--- config.mk ---
export PLATFORM = sky130hd
export DESIGN_NAME = encode4to2_sync
export DESIGN_NICKNAME = d
export VERILOG_FILES = /design/src/rtl/encode4to2_sync_pkg.sv /design/src/rtl/sync_nstage.sv /design/src/rtl/encode4to2_sync.sv
export SDC_FILE = /design/constraint.sdc
export NUM_CORES = 1
export LEC_CHECK = 0
export ABC_CLOCK_PERIOD_IN_PS = 1200
export CORE_MARGIN = 4
export CORE_UTILIZATION = 35
export DETAILED_ROUTE_END_ITERATION = 7
export PLACE_DENSITY = 0.54
export SLEW_MARGIN = 20
export SYNTH_ARGS = -nofsm -noshare
export SYNTH_HDL_FRONTEND = slang
export SYNTH_SLANG_ARGS = --single-unit
--- constraint.sdc ---
create_clock -name clk -period 1.2 [get_ports clk]
set_input_delay 0.12 -clock clk [delete_from_list [all_inputs] [get_ports clk]]
set_output_delay 0.12 -clock clk [all_outputs]
set_load 0.02 [all_outputs]
--- src/rtl/encode4to2_sync_pkg.sv ---
// Shared constants and helpers for the 4:2 request encoder.
package encode4to2_sync_pkg;

  localparam int unsigned CODE_W = 2;
  localparam int unsigned N_REQ  = 4;

  localparam logic [N_REQ-1:0] REQ_IDLE = 4'b1111;

  // Index of the most significant set bit; returns 0 for an all-zero vector.
  function automatic logic [CODE_W-1:0] highest_set(input logic [N_REQ-1:0] v);
    logic [CODE_W-1:0] idx;
    idx = '0;
    for (int i = 0; i < N_REQ; i++) begin
      if (v[i]) idx = CODE_W'(i);
    end
    return idx;
  endfunction

endpackage

--- src/rtl/sync_nstage.sv ---
// Single-bit N-flop synchronizer; resets to 1 so idle active-low lines look inactive.
module sync_nstage #(
  parameter int unsigned STAGES = 2
) (
  input  logic clk,
  input  logic rst,
  input  logic d,
  output logic q
);

  logic [STAGES-1:0] sync_q;
  logic [STAGES-1:0] sync_d;

  always_comb begin
    sync_d = {sync_q[STAGES-2:0], d};
  end

  always_ff @(posedge clk) begin
    if (rst) begin
      sync_q <= '1;
    end else begin
      sync_q <= sync_d;
    end
  end

  assign q = sync_q[STAGES-1];

endmodule

--- src/rtl/encode4to2_sync.sv ---
// Synchronizes four active-low request lines, captures falling edges as pending
// requests and emits one 2-bit code per request over a valid/ready handshake.
module encode4to2_sync
  import encode4to2_sync_pkg::*;
#(
  parameter int unsigned SYNC_STAGES = 2,
  parameter int unsigned ROUND_ROBIN = 0
) (
  input  logic              clk,
  input  logic              rst,
  input  logic [N_REQ-1:0]  req_n,
  input  logic              en_n,
  output logic [CODE_W-1:0] code,
  output logic              valid,
  input  logic              ready,
  output logic [N_REQ-1:0]  pending,
  output logic              overrun
);

  logic [N_REQ-1:0]  req_sync;
  logic [N_REQ-1:0]  prev_q, prev_d;
  logic [N_REQ-1:0]  pending_q, pending_d;
  logic [CODE_W-1:0] code_q, code_d;
  logic              valid_q, valid_d;
  logic              overrun_q, overrun_d;
  logic [CODE_W-1:0] last_q, last_d;

  logic [N_REQ-1:0]   fall;
  logic               load;
  logic [CODE_W-1:0]  rr_start;
  logic [2*N_REQ-1:0] rot_wide;
  logic [N_REQ-1:0]   rr_vec;
  logic [CODE_W-1:0]  rr_idx;
  logic [CODE_W-1:0]  grant_idx;
  logic [N_REQ-1:0]   grant_oh;
  logic [N_REQ-1:0]   drop;

  for (genvar gi = 0; gi < N_REQ; gi++) begin : g_sync
    sync_nstage #(
      .STAGES(SYNC_STAGES)
    ) u_sync (
      .clk(clk),
      .rst(rst),
      .d  (req_n[gi]),
      .q  (req_sync[gi])
    );
  end

  always_comb begin
    fall = prev_q & ~req_sync & {N_REQ{~en_n}};
    load = (~valid_q | ready) & (|pending_q);

    // Rotate so the search begins at last+1, then bit-reverse so that the
    // highest-set-bit helper finds the first request in upward order.
    rr_start = last_q + 1'b1;
    rot_wide = {pending_q, pending_q} >> rr_start;
    rr_vec   = '0;
    for (int j = 0; j < N_REQ; j++) begin
      rr_vec[N_REQ-1-j] = rot_wide[j];
    end
    rr_idx = rr_start + ~highest_set(rr_vec);

    grant_idx = (ROUND_ROBIN != 0) ? rr_idx : highest_set(pending_q);
    grant_oh  = load ? (N_REQ'(1) << grant_idx) : '0;

    // A fall on the index being retired this edge re-arms it without loss.
    drop      = fall & pending_q & ~grant_oh;
    pending_d = (pending_q & ~grant_oh) | fall;
    overrun_d = |drop;
    prev_d    = req_sync;

    code_d  = code_q;
    valid_d = valid_q;
    last_d  = last_q;
    if (load) begin
      code_d  = grant_idx;
      valid_d = 1'b1;
      if (ROUND_ROBIN != 0) last_d = grant_idx;
    end else if (valid_q && ready) begin
      valid_d = 1'b0;
    end
  end

  always_ff @(posedge clk) begin
    if (rst) begin
      prev_q    <= REQ_IDLE;
      pending_q <= '0;
      code_q    <= '0;
      valid_q   <= 1'b0;
      overrun_q <= 1'b0;
      last_q    <= CODE_W'(N_REQ - 1);
    end else begin
      prev_q    <= prev_d;
      pending_q <= pending_d;
      code_q    <= code_d;
      valid_q   <= valid_d;
      overrun_q <= overrun_d;
      last_q    <= last_d;
    end
  end

  assign code    = code_q;
  assign valid   = valid_q;
  assign pending = pending_q;
  assign overrun = overrun_q;

endmodule
Word level (Yosys, flattened, before mapping) --
Index checks and enable logic that the tools add are counted.
Word-level totals: latch bits 0, bits in read-only memories 0, input port bits 8, register bits after elaboration 20, memory bits (writable) 0, output and inout bits 8, memories 0, logic and storage cells 32
Cells by class: magnitude comparators 0, muxes and demuxes 6, $add $sub $neg 0, reductions and logical operators 4, shift operators 1, eq/ne operators 0, divide/modulo/power cells 0, $mul 0, bitwise operators 12
Operators with widths (count):
- 4-bit AND | 5
- 4-bit NOT | 2
- 4-bit OR reduction | 2
- 2-bit 2-to-1 mux | 2
- 4-bit 2-to-1 mux | 1
- 4-bit OR | 1
- 1-bit by 2-bit left shift with 4-bit output (first input constant) | 1
- 1-bit 2-to-1 mux | 3
- 1-bit NOT | 2
- 2-bit nonzero test | 1
- 1-bit AND | 1
- 1-bit logical AND | 1
- 1-bit OR | 1

Longest topological paths before layout --
depth in word-level cells 8, gate-level depth with buffers 4, depth with buffers taken out 3

By module --
Synthesis repeated with hierarchy kept, for this count alone.
Second synthesis, totals: cell total of the unflattened synthesis 69, area, all modules 748.2 µm²
Modules (own cells, without submodules):
- encode4to2_sync | sequential area each 240.2 µm², cells each 53, area each 538.0 µm², instances 1
- sync_nstage | sequential area each 40.0 µm², cells each 4, area each 52.6 µm², instances 4

Worst setup path after synthesis --
No wires, ideal clock.
path kind register to register, start point register valid_q, in the netlist valid, end point register overrun_q, in the netlist overrun, required time 1.061 ns, period minus slack after synthesis 1.116 ns, setup time 0.139 ns, buffers on the path 1, cell stages (with the launch flop) 5, data arrival time 0.977 ns, setup slack 0.084 ns, cells stage by stage dfxtp_1 > nor2b_4 > buf_6 > o311ai_2 > a41oi_2
Between the ends: cells in the longest elaborated chain, start to end 7
RTL lines:
- start: declaration | RTL line encode4to2_sync.sv:24 | logic valid_q, valid_d;
- start signal: assignment | RTL line encode4to2_sync.sv:96 | valid_q <= valid_d;
- 1-bit NOT | RTL line encode4to2_sync.sv:51 | load = (~valid_q | ready) & (|pending_q);
- 1-bit OR | RTL line encode4to2_sync.sv:51
- 1-bit AND | RTL line encode4to2_sync.sv:51
- 4-bit 2-to-1 mux | RTL line encode4to2_sync.sv:64 | grant_oh = load ? (N_REQ'(1) << grant_idx) : '0;
- 4-bit NOT | RTL line encode4to2_sync.sv:67 | drop = fall & pending_q & ~grant_oh;
- 4-bit AND | RTL line encode4to2_sync.sv:67
- 4-bit OR reduction | RTL line encode4to2_sync.sv:69 | overrun_d = |drop;
- end signal: assignment | RTL line encode4to2_sync.sv:97 | overrun_q <= overrun_d;
- end: declaration | RTL line encode4to2_sync.sv:25 | logic overrun_q, overrun_d;
No other way between the ends. A chain may end at the register's enable or synchronous reset.

Final worst setup path --
start point register pending_q[1], in the netlist pending[1], end point register overrun_q, in the netlist overrun
Between the ends: cells in the longest elaborated chain, start to end 8, elaborated cells on any way between the ends 11, those cells by class shift: 1; mux: 4; bitwise: 4; reduce/logical: 2
RTL lines:
- start: declaration | RTL line encode4to2_sync.sv:22 | logic [N_REQ-1:0] pending_q, pending_d;
- start signal: assignment | RTL line encode4to2_sync.sv:94 | pending_q <= pending_d;
- 1-bit 2-to-1 mux | RTL line encode4to2_sync_pkg.sv:14 | if (v[i]) idx = CODE_W'(i);
- 2-bit 2-to-1 mux (2 in series) | RTL line encode4to2_sync_pkg.sv:14
- 1-bit by 2-bit left shift with 4-bit output | RTL line encode4to2_sync.sv:64
- 4-bit 2-to-1 mux | RTL line encode4to2_sync.sv:64
- 4-bit NOT | RTL line encode4to2_sync.sv:67
- 4-bit AND * | RTL line encode4to2_sync.sv:67
- 4-bit OR reduction * | RTL line encode4to2_sync.sv:69
Every way passes the cells marked *; elsewhere a longest branch is shown, timed or not.

==> run_summary.xml <==
<?xml version="1.0" encoding="UTF-8"?>
<metrics>
  <group name="outcome">
    <metric name="run_status" unit="">complete, no violations</metric>
  </group>
  <group name="worst_setup_path">
    <metric name="cpLargestDelayFamily" unit="">compound AO/OA/AOI/OAI gates</metric>
    <metric name="crit_path_top_delay_cell" unit="">o41ai_2</metric>
    <metric name="crit_chain" unit="">buf_4 -&gt; o41ai_2 -&gt; a41oi_2</metric>
    <metric name="cp.arrival" unit="ns">1.25</metric>
    <metric name="timing.critical_path.from_type" unit="">register</metric>
    <metric name="critPathKind" unit="">register to register</metric>
    <metric name="timing.critical_path.to_type" unit="">register</metric>
    <metric name="crit_cells" unit="">3</metric>
    <metric name="reg2regPathDepth" unit="">3</metric>
    <metric name="path_buf_inv" unit="">1</metric>
    <metric name="worst-path-max-fanout" unit="">6</metric>
    <metric name="worstPathRequired" unit="ns">1.36</metric>
    <metric name="critical_path.max_stage_delay" unit="ns">0.36</metric>
  </group>
  <group name="synthesis">
    <metric name="distinct_cell_type_count_after_synthesis" unit="">26</metric>
    <metric name="synth.top_cell.area_share" unit="%">52.6</metric>
    <metric name="synth-edff-count" unit="">0</metric>
    <metric name="synth_common_cells" unit="">dfxtp_1 (20), or2_2 (12), a21oi_1 (5), nor2_1 (5), o21ai_0 (5)</metric>
    <metric name="synth_fp_nets" unit="">78</metric>
    <metric name="ys_async_sr_fraction" unit="%">0</metric>
    <metric name="yosys_register_bits" unit="">20</metric>
    <metric name="yosys_most_used_dff" unit="">dfxtp_1</metric>
    <metric name="post_synth_inst_count" unit="">70</metric>
    <metric name="synth-seq-area-share" unit="%">52.6</metric>
    <metric name="synth.largest_area_cell" unit="">dfxtp_1</metric>
    <metric name="syn_area_per_cell" unit="sq um">10.9</metric>
    <metric name="synth-warning-count" unit="">0</metric>
    <metric name="yosys.cell_count.top_type" unit="">dfxtp_1</metric>
    <metric name="synth.cell_area" unit="sq um">761</metric>
    <metric name="synthTopCellsByArea" unit="">dfxtp_1 (53%), or2_2 (9.9%), a21oi_1 (3.3%)</metric>
  </group>
  <group name="clock_network">
    <metric name="cts.reportedPaths.clkPinSlew" unit="ns">0.11</metric>
    <metric name="clk_latency" unit="ns">0.29</metric>
    <metric name="cts_made_buffers" unit="">3</metric>
    <metric name="h-tree-depth" unit="">1</metric>
    <metric name="cts_num_sinks" unit="">20</metric>
    <metric name="ctsLongestPathBuffers" unit="">2</metric>
    <metric name="cts_tree" unit="">done</metric>
    <metric name="cts-root-buf" unit="">clkbuf_4</metric>
    <metric name="cts_hold_buffers" unit="">0</metric>
  </group>
  <group name="drt">
    <metric name="drtAntennaViolNets" unit="">0</metric>
    <metric name="first_pass_iters" unit="">3</metric>
    <metric name="routed_wirelength_normalized_by_instance_count" unit="um">10.8</metric>
    <metric name="post_drt_via_cell_ratio" unit="">4.78</metric>
    <metric name="detail_route.iter0.violations" unit="">2</metric>
    <metric name="detail_route.drc_violations" unit="">0</metric>
    <metric name="dr_total_vias" unit="">569</metric>
    <metric name="postRouteWirelength" unit="mm">1.29</metric>
  </group>
  <group name="global_route">
    <metric name="grt_util_all_layers" unit="%">10.1</metric>
    <metric name="overflow" unit="">0</metric>
    <metric name="initial_antenna_violation_count" unit="">0</metric>
    <metric name="vias_in_the_first_global_route" unit="">539</metric>
    <metric name="maximum_number_of_pins_on_one_net_before_global_route_repair" unit="">16</metric>
    <metric name="grt_pass1_wl" unit="mm">2.15</metric>
  </group>
  <group name="floorplanning">
    <metric name="die_area" unit="sq mm">0.00298</metric>
    <metric name="core_area" unit="sq mm">0.00202</metric>
    <metric name="chipWidth" unit="um">54.6</metric>
    <metric name="die_h" unit="um">54.6</metric>
    <metric name="std_cell_rows" unit="">16</metric>
    <metric name="pin_count" unit="">16</metric>
    <metric name="starting_density_of_the_core" unit="%">37.6</metric>
  </group>
  <group name="sta">
    <metric name="max_slew_margin" unit="%">81.7</metric>
    <metric name="worst_slew_pin_slew" unit="ns">0.272</metric>
    <metric name="max_freq" unit="MHz">915</metric>
    <metric name="final.period_utilization" unit="%">91.0</metric>
    <metric name="drv_slew" unit="">0</metric>
    <metric name="hold_viol" unit="">0</metric>
    <metric name="fin_crit" unit="ns">1.09</metric>
    <metric name="report.final.setup_viol" unit="">0</metric>
    <metric name="fin_skew" unit="ns">0.00482</metric>
    <metric name="post-route-worst-setup-slack" unit="ns">0.108</metric>
    <metric name="grt_setup_unrepaired" unit="">false</metric>
  </group>
  <group name="power_and_ir_drop">
    <metric name="power.internal" unit="mW">0.929</metric>
    <metric name="pwr_density_cell" unit="mW/mm^2">1170</metric>
    <metric name="switchingPower" unit="mW">0.237</metric>
    <metric name="switching_share" unit="%">20.3</metric>
    <metric name="p_leak" unit="nW">0.412</metric>
    <metric name="seq_power_share" unit="%">59.6</metric>
    <metric name="comb_power_share" unit="%">8.7</metric>
    <metric name="power.total" unit="mW">1.17</metric>
    <metric name="ir_drop" unit="uV">608</metric>
    <metric name="power_frac_clock" unit="%">31.7</metric>
  </group>
  <group name="final_layout">
    <metric name="layout.filler_cells" unit="">209</metric>
    <metric name="post-route-util" unit="%">49.1</metric>
    <metric name="area_growth" unit="%">30.6</metric>
    <metric name="final_cells" unit="">119</metric>
    <metric name="multi_input_comb_area" unit="sq um">323</metric>
    <metric name="finalNetCount" unit="">101</metric>
    <metric name="post-route-cell-area" unit="sq um">993</metric>
    <metric name="antenna_cells_inserted" unit="">0</metric>
    <metric name="regArea" unit="sq um">400</metric>
    <metric name="layout-drive-gt1-share" unit="%">33.7</metric>
  </group>
  <group name="run">
    <metric name="maxCapViolCount" unit="">0</metric>
  </group>
  <group name="placed_design">
    <metric name="port-buffer-count" unit="">15</metric>
    <metric name="gpl.final_weighted_congestion" unit="">0.705</metric>
    <metric name="placed_cells_incl_taps" unit="">115</metric>
    <metric name="place_ws" unit="ns">-0.150</metric>
    <metric name="place_hpwl" unit="um">949</metric>
    <metric name="dpl-instance-area" unit="sq um">967</metric>
  </group>
  <group name="hold_path">
    <metric name="worst_hold_path_type" unit="">input pin to register</metric>
    <metric name="timing.hold.worst_path_depth" unit="">2</metric>
  </group>
</metrics>
## area by class of cell
class	count	share of cell area [%]
Sequential cell	20	40.3
Clock buffer	4	3.65
Timing Repair Buffer	23	20.2
Tap cell	27	3.40
Multi-Input combinational cell	45	32.5
## sequential cells by signal, indices dropped and copies added, names as in the netlist
register              count
valid                     1
overrun                   1
pending                   4
code                      2
g_sync.u_sync.sync_q      8
prev_q                    4
## per-stage QoR
stage	setup TNS (ns)	hold slack [ns]
after floorplan	0	0.224
after CTS	0	0.374
after detailed placement	-0.266	0.400
after global routing	0	0.384
final	0	0.386
after global placement	-0.247	0.392
## path summary, 6_finish.rpt
kind                                                       startpoint  slack (ns)                                     to
worst max-delay path                            pending[1]$_SDFF_PP0_        0.11                     overrun$_SDFF_PP0_
worst min-delay path                                         req_n[1]        0.39  g_sync[1].u_sync.sync_q[0]$_SDFF_PP1_
worst max register to register                  pending[1]$_SDFF_PP0_        0.11                     overrun$_SDFF_PP0_
worst min register to register  g_sync[3].u_sync.sync_q[0]$_SDFF_PP1_        0.42  g_sync[3].u_sync.sync_q[1]$_SDFF_PP1_
## worst register-to-register path: stages, from the launching register on
cell     delay [ns]
dfxtp_1        0.32
buf_4          0.15
o41ai_2        0.36
a41oi_2        0.13
## power groups by stage
stage / sequential [mW] / clock, mW / combinational [mW]
global placement: 0.710 / 0 / 0.108
floorplan: 0.719 / 0 / 0.0444
CTS: 0.696 / 0.394 / 0.104
detailed placement: 0.711 / 0 / 0.109
global route: 0.698 / 0.415 / 0.113
finish: 0.695 / 0.369 / 0.102
## cells in the final DEF, fill, tap and decap left out, drive strengths merged
cell           netlist  routed
dfxtp               20      20
or2                 12      12
dlygate4sd2          0       8
buf                  3       8
clkdlybuf4s50        0       7
o21ai                6       6
nor2                 5       5
a21oi                5       5
clkbuf               2       4
nor2b                2       2
o41ai                2       2
and4bb               2       2
nand2                1       1
or2b                 1       1
a22oi                1       1
nor3                 1       1
nor3b                1       1
o311ai               1       1
nand4                1       1
a41oi                1       1
or3b                 1       1
o31a                 1       1
o21ba                1       1
## repair_timing
item,in CTS,in global routing
endpoints found under the setup margin,8,0
buffers inserted,0,0
gates resized for setup,8,0
endpoints found under the hold margin,0,0
## logic make-up after synthesis
logic type             synth area share, %
DFF                                   52.6
and+or+nand+nor                       24.2
AOI/OAI and AO/OA                     18.3
buffers and inverters                 4.93
## metal layers
layer	share of wire, %	global-route usage [%]	vias up
met5	0	0	-
li1	-	-	286
met3	6.4	3.27	2
met2	49	18.1	15
met1	43	10.7	266
met4	0.93	3.73	0
Note: power is estimated with default switching activity, not from simulation.
